[src/rtl/pcpu_mem_arbiter.sv]
// Three-way arbiter (data > fetch > loader) sharing one single-port synchronous RAM.
// Optional loader anti-starvation guard: define ARB_STARVE_GUARD_EN.
module pcpu_mem_arbiter #(
    parameter int AW         = 8,
    parameter int DW         = 16,
    parameter int STARVE_MAX = 4
) (
    input  logic          clock,
    input  logic          reset,
    input  logic          i_req,
    input  logic [AW-1:0] i_addr,
    output logic          i_ack,
    output logic [DW-1:0] i_rdata,
    input  logic          d_req,
    input  logic          d_we,
    input  logic [AW-1:0] d_addr,
    input  logic [DW-1:0] d_wdata,
    output logic          d_ack,
    output logic [DW-1:0] d_rdata,
    input  logic          x_req,
    input  logic          x_we,
    input  logic [AW-1:0] x_addr,
    input  logic [DW-1:0] x_wdata,
    output logic          x_ack,
    output logic [DW-1:0] x_rdata,
    output logic          m_en,
    output logic          m_we,
    output logic [AW-1:0] m_addr,
    output logic [DW-1:0] m_wdata,
    input  logic [DW-1:0] m_rdata,
    output logic          stall
);

    // tag      | meaning
    // TAG_NONE | no access in flight
    // TAG_I    | fetch granted last cycle, acked this cycle
    // TAG_D    | data access granted last cycle, acked this cycle
    // TAG_X    | loader access granted last cycle, acked this cycle
    typedef enum logic [1:0] {TAG_NONE, TAG_I, TAG_D, TAG_X} tag_t;

    if (STARVE_MAX < 1) begin : g_bad_starve_max
        $error("STARVE_MAX must be at least 1");
    end

    tag_t          tag_q;
    tag_t          grant;
    logic          rd_q;
    logic [DW-1:0] i_hold, d_hold, x_hold;
    logic          i_elig, d_elig, x_elig;
    logic          force_x;

    assign i_elig = i_req && (tag_q != TAG_I);
    assign d_elig = d_req && (tag_q != TAG_D);
    assign x_elig = x_req && (tag_q != TAG_X);

    // Acks are masked during reset so an interrupted access never completes its handshake.
    assign i_ack = (tag_q == TAG_I) && !reset;
    assign d_ack = (tag_q == TAG_D) && !reset;
    assign x_ack = (tag_q == TAG_X) && !reset;

    assign i_rdata = (i_ack && rd_q) ? m_rdata : i_hold;
    assign d_rdata = (d_ack && rd_q) ? m_rdata : d_hold;
    assign x_rdata = (x_ack && rd_q) ? m_rdata : x_hold;

    assign stall = (i_req && !i_ack) || (d_req && !d_ack);

    always_comb begin
        grant = TAG_NONE;
        if (!reset) begin
            if (force_x)     grant = TAG_X;
            else if (d_elig) grant = TAG_D;
            else if (i_elig) grant = TAG_I;
            else if (x_elig) grant = TAG_X;
        end
    end

    always_comb begin
        m_en    = 1'b0;
        m_we    = 1'b0;
        m_addr  = '0;
        m_wdata = '0;
        case (grant)
            TAG_I: begin
                m_en   = 1'b1;
                m_addr = i_addr;
            end
            TAG_D: begin
                m_en    = 1'b1;
                m_we    = d_we;
                m_addr  = d_addr;
                m_wdata = d_wdata;
            end
            TAG_X: begin
                m_en    = 1'b1;
                m_we    = x_we;
                m_addr  = x_addr;
                m_wdata = x_wdata;
            end
            default: ;
        endcase
    end

    always_ff @(posedge clock) begin
        if (reset) begin
            tag_q  <= TAG_NONE;
            rd_q   <= 1'b0;
            i_hold <= '0;
            d_hold <= '0;
            x_hold <= '0;
        end else begin
            tag_q <= grant;
            rd_q  <= !m_we;
            if (i_ack && rd_q) i_hold <= m_rdata;
            if (d_ack && rd_q) d_hold <= m_rdata;
            if (x_ack && rd_q) x_hold <= m_rdata;
        end
    end

`ifdef ARB_STARVE_GUARD_EN
    localparam int SW = $clog2(STARVE_MAX + 1);
    localparam logic [SW-1:0] STARVE_LIM = SW'(STARVE_MAX);

    logic [SW-1:0] starve_cnt;

    assign force_x = x_elig && (starve_cnt == STARVE_LIM);

    always_ff @(posedge clock) begin
        if (reset) begin
            starve_cnt <= '0;
        end else if (!x_req || grant == TAG_X) begin
            starve_cnt <= '0;
        end else if (x_elig && starve_cnt != STARVE_LIM) begin
            starve_cnt <= starve_cnt + SW'(1);
        end
    end
`else
    assign force_x = 1'b0;
`endif

endmodule

[config.mk]
export PLATFORM = sky130hd
export DESIGN_NAME = pcpu_mem_arbiter
export DESIGN_NICKNAME = d
export VERILOG_FILES = /design/src/rtl/pcpu_mem_arbiter.sv
export SDC_FILE = /design/constraint.sdc
export NUM_CORES = 1
export LEC_CHECK = 0
export CAP_MARGIN = 10
export CORE_UTILIZATION = 44
export CTS_BUF_LIST = sky130_fd_sc_hd__clkbuf_2
export DETAILED_ROUTE_END_ITERATION = 16
export DONT_BUFFER_PORTS = 1
export GPL_ROUTABILITY_DRIVEN = 1
export SYNTH_ARGS = -nofsm -noshare
export SYNTH_HDL_FRONTEND = slang
export SYNTH_SLANG_ARGS = --single-unit
[constraint.sdc]
create_clock -name clock -period 1.9 [get_ports clock]
set_clock_uncertainty 0.1 [all_clocks]
set_input_delay 0.38 -clock clock [delete_from_list [all_inputs] [get_ports clock]]
set_output_delay 0.38 -clock clock [all_outputs]
set_load 0.02 [all_outputs]
# Word level (Yosys, flattened, before mapping)
# Cells that the tools add are included.
[totals]
ff_bits = 51
output_inout_bits = 78
[op_classes]
n_eq_ne = 9
muxes = 11
n_reduce_logical = 17
[ops]
columns = ["cell", "count"]
rows = [
  ["$mux 16", 3],
  ["$pmux 16 s2", 1],
  ["$pmux 8 s3", 1],
  ["$logic_and 1x1->1", 11],
  ["$eq 2x2->1 const B", 4],
  ["$mux 2", 4],
  ["$eq 2x1->1 const B", 2],
  ["$logic_not 1->1", 4],
  ["$ne 2x2->1 const B", 2],
  ["$reduce_or 3->1", 1],
  ["$ne 2x1->1 const B", 1],
  ["$pmux 1 s2", 1],
  ["$logic_or 1x1->1", 1],
  ["$mux 1", 1],
]

# Longest topological paths before layout
[logic_depth]
word_depth = 9
ltp_mapped = 7
mapped_depth_nobuf = 4

# Worst setup path before layout
# OpenSTA, ideal clock, no wires.
[synth_timing]
kind = "input-to-output"
startpoint = "input d_req"
endpoint = "output m_addr[0]"
arrival_time_ps = 1659
t_required_ps = 1420
setup_slack_ps = -239
stages = 5
path_buffers = 2
path_cell_list = "clkbuf_1 -> o21bai_1 -> and3_1 -> buf_2 -> a211oi_1"
[synth_between]
elab_chain_len = 5
word_cells_on_any_way = 7
classes_between = "eq/ne (3); mux (3); reduce/logical (1)"
[synth_rtl]
columns = ["item", "line", "rtl"]
rows = [
  ["start: declaration", "14", "input logic d_req,"],
  ["$logic_and 1x1->1 (*)", "53", "assign d_elig = d_req && (tag_q != TAG_D);"],
  ["$mux 2 (*)", "71", "else if (d_elig) grant = TAG_D;"],
  ["$mux 2 (*)", "69", "if (!reset) begin"],
  ["$eq 2x2->1 / $eq 2x1->1 (equally long branches)", "82", "case (grant)"],
  ["$pmux 8 s3 (*)", "82", ""],
  ["end: declaration", "28", "output logic [AW-1:0] m_addr,"],
]
# Mark *: on every way between the ends. The rest lies on a longest branch, timed or not.

# Worst setup path after layout
[layout_timing]
startpoint = "register tag_q[0]"
endpoint = "output m_wdata[0]"
[layout_between]
elab_chain_len = 8
word_cells_on_any_way = 13
classes_between = "eq/ne (5); mux (5); reduce/logical (3)"
[layout_rtl]
columns = ["item", "line", "rtl"]
rows = [
  ["start: declaration", "45", "tag_t tag_q;"],
  ["start signal: assignment", "111", "tag_q <= grant;"],
  ["$ne 2x2->1", "54", "assign x_elig = x_req && (tag_q != TAG_X);"],
  ["$logic_and 1x1->1", "54", ""],
  ["$mux 2", "73", "else if (x_elig) grant = TAG_X;"],
  ["$mux 2", "72", "else if (i_elig) grant = TAG_I;"],
  ["$mux 2 (*)", "71", ""],
  ["$mux 2 (*)", "69", ""],
  ["$eq 2x2->1", "82", ""],
  ["$pmux 16 s2 (*)", "82", ""],
  ["end: declaration", "29", "output logic [DW-1:0] m_wdata,"],
]
# Marked as above.

==> impl_metrics.tcl <==
set metrics [dict create \
    ys_async_sr_fraction_pct 0 \
    synth_compound_area_share_pct 11.8 \
    wl_met3_microns 529 \
    io_pins 157 \
    die_y_microns 79.8 \
    yosys_warnings 0 \
    relSlewSlack_pct 69.5 \
    p_per_area_mw_per_mm2 573 \
    ys_seq_area_share_pct 38.3 \
    hold_end "x_hold[12]" \
    first_pass_iters 4 \
    status "finished, violations left" \
    arrival_ns 1.81 \
    avgRoutedWirePerCell_microns 18.3 \
    critPathLaunchType "flip-flop" \
    top_layer_used "met4" \
    p_sw_share_pct 29.9 \
    fin_nets 349 \
    htree_levels 2 \
    synth_top_family_by_area "multiplexers" \
    place.gp.congestion 0.765 \
    period_share_pct 120 \
    synth_mux_area_share_pct 25.1 \
    ir_worst_vdd_mv 0.285 \
    syn_nets 322 \
    clk_pin_slew_worst_paths_ns 0.24 \
    routed_wl_mm 6.29 \
    row_count 27 \
    met2_wirelength_mm 2.87 \
    place_inst 324 \
    failed_checks "negative hold slack, negative setup slack" \
    synthAdderAreaFrac_pct 0 \
    end_kind "output port" \
    whs_ns -0.0898 \
    stdcell_area_sq_mm 0.00365 \
    grt_usage_pct 19.4 \
    viasPerCell 5.57 \
    p_int_uw 1460 \
    drtIter0Drc 89 \
    rsz0062_at_grt "true" \
    dp.final_hpwl_mm 4.01 \
    rr_startpoint "tag_q[0]" \
    syn_area_sq_mm 0.00267 \
    synth.distinct_cells 32 \
    power_frac_comb_pct 27.4 \
    worstSetupPathType "reg -> out" \
    initial_core_util_pct 47.0 \
    hp-class "in -> reg" \
    placed_area_sq_mm 0.00306 \
    r2r-end "tag_q[1]" \
    dieArea_sq_mm 0.00637 \
    clkPwrFrac_pct 19.6 \
    worst-slew-pin-transition_ns 0.456 \
    die_w_microns 79.8 \
    worst_slack_ns -0.386 \
    hold_buffers 1 \
    drc 0 \
    ff2ff_setup_slack_ns 0.22 \
    synth_top_cell_by_area "dfxtp_1" \
    holdPathStages 1 \
    synthXorXnorAreaFrac_pct 0 \
    syn_area_per_cell_sq_um 11.0 \
    grt_pass1_wl_mm 9.72 \
    core_sq_mm 0.00568 \
    overflow 0 \
    io_buffers 0 \
    synthToLayoutAreaGrowth_pct 36.8 \
    num_antenna_cells 0 \
    drv_cap 0 \
    clock_sinks 51 \
    ys_top_cells_by_area "dfxtp_1 (38%), mux2_2 (16%), nor2b_1 (10%)" \
    power_uw 2090 \
    synthFlopType "dfxtp_1" \
    grt_pass1_vias 1926 \
    antenna_found_initial 0 \
    cts_tree "done" \
    synth_edf_count 0 \
    slew_violations 0 \
    ys_ff_latch 51 \
    ant_nets 0 \
    clockBufferDepth 2 \
    dr_total_vias 1912 \
    cts_made_buffers 5 \
    synth-simple-area-share_pct 20.5 \
    drive_gt1_share_pct 57.9 \
    hold_violations 49 \
    p_switching_uw 625 \
    min-delay-start "reset" \
    finalSetupViolCount 75 \
    yosysTopAreaCellShare_pct 38.3 \
    path_max_fanout 6 \
    p_seq_share_pct 53.0 \
    reg2reg_depth 5 \
    drt-met1-wl_mm 2.87 \
    place_ws_ns -0.0109 \
    p_leak_uw 0.00150 \
    worstSkewPairLatency_ns 0.40 \
    max_freq_mhz 437 \
    yosys.cell_count.top_type "dfxtp_1" \
    period_minus_slack_ns 2.29 \
    cp.required_ns 1.42 \
    cts-root-buf "clkbuf_2" \
    grt_max_degree 61 \
    instances_no_fill 343 \
    syn_inst 243 \
    yosys-top-cells-count "dfxtp_1 (51), nor2b_1 (43), mux2_2 (38)" \
]
[layout by cell type (no fill, tap or decap), types with 5 or more instances in the layout]
master     n
mux2i_1    8
a211oi_4   5
buf_4     15
a31oi_1    5
nor2b_1   39
mux2_4    42
buf_6     11
mux2_2     6
clkbuf_2   5
a22o_4    17
buf_12     7
dfxtp_1   49
nor2b_4   11
[worst max-delay path: stages, from the launching register on]
cell and delay (ns):
dfxtp_4 0.42, nand2b_4 0.13, nand3_4 0.10, nor3_4 0.23
buf_6 0.16, buf_12 0.10, buf_16 0.10, a22o_4 0.15
[metal layers]
layer	GRT usage, %	up-vias
met2	28.5	82
met1	26.7	918
met4	3.75	0
li1	-	908
met3	7.77	4
met5	0	-
[cell type report]
class | instances | area [sq um]
Sequential cell | 51 | 1030
Inverter | 1 | 3.75
Fill cell | 445 | 2030
Clock inverter | 3 | 15.0
Clock buffer | 5 | 25.0
Timing Repair Buffer | 38 | 494
Multi-Input combinational cell | 173 | 1990
Tap cell | 72 | 90.1
[flip-flops by register name (all words and copies together) (netlist names)]
register  cells
x_hold       16
d_hold       16
i_hold       16
tag_q         2
rd_q          1
[worst max-delay path by stage]
stage / from / end / slack, ns / cells after the start
finish: tag_q[0] / m_wdata[0] / -0.39 / 7
global route: tag_q[0] / m_wdata[0] / -0.53 / 7
CTS: tag_q[1] / m_addr[6] / -0.40 / 7
detailed placement: tag_q[1] / m_addr[4] / -0.01 / 5
global placement: tag_q[1] / m_addr[3] / -0.02 / 5
floorplan: tag_q[1] / m_en / -0.09 / 5
[logic make-up (layout without fill, tap and decap cells)]
logic type,count (synthesis),after routing
mux,57,57
flops,51,51
compound gates,43,43
buf+inv,19,47
simple gates,73,73
[what timing repair did]
action	CTS	global route
endpoints found under the hold margin	50	49
cloned	4	1
endpoints found under the setup margin	78	78
pin swaps	12	7
setup buffers	9	0
gates resized for setup	81	12
[per-stage QoR]
stage          setup TNS (ns)  utilization (%)  hold slack, ns
5_1_grt                -32.96             64.2          -0.184
4_1_cts                -25.45             64.0          -0.140
6_report               -22.72             64.2         -0.0898
3_3_place_gp           -0.112             53.9           0.355
2_1_floorplan           -1.21                -           0.391
3_5_place_dp          -0.0434             53.9           0.352
[power by group through the flow]
stage          Sequential [uW]  Combinational (uW)  Clock, uW
3_3_place_gp              1130                 445          0
6_report                  1110                 572        409
3_5_place_dp              1130                 447          0
4_1_cts                   1110                 567        435
5_1_grt                   1110                 602        494
2_1_floorplan             1120                 381          0
(Power assumes the default switching activity.)
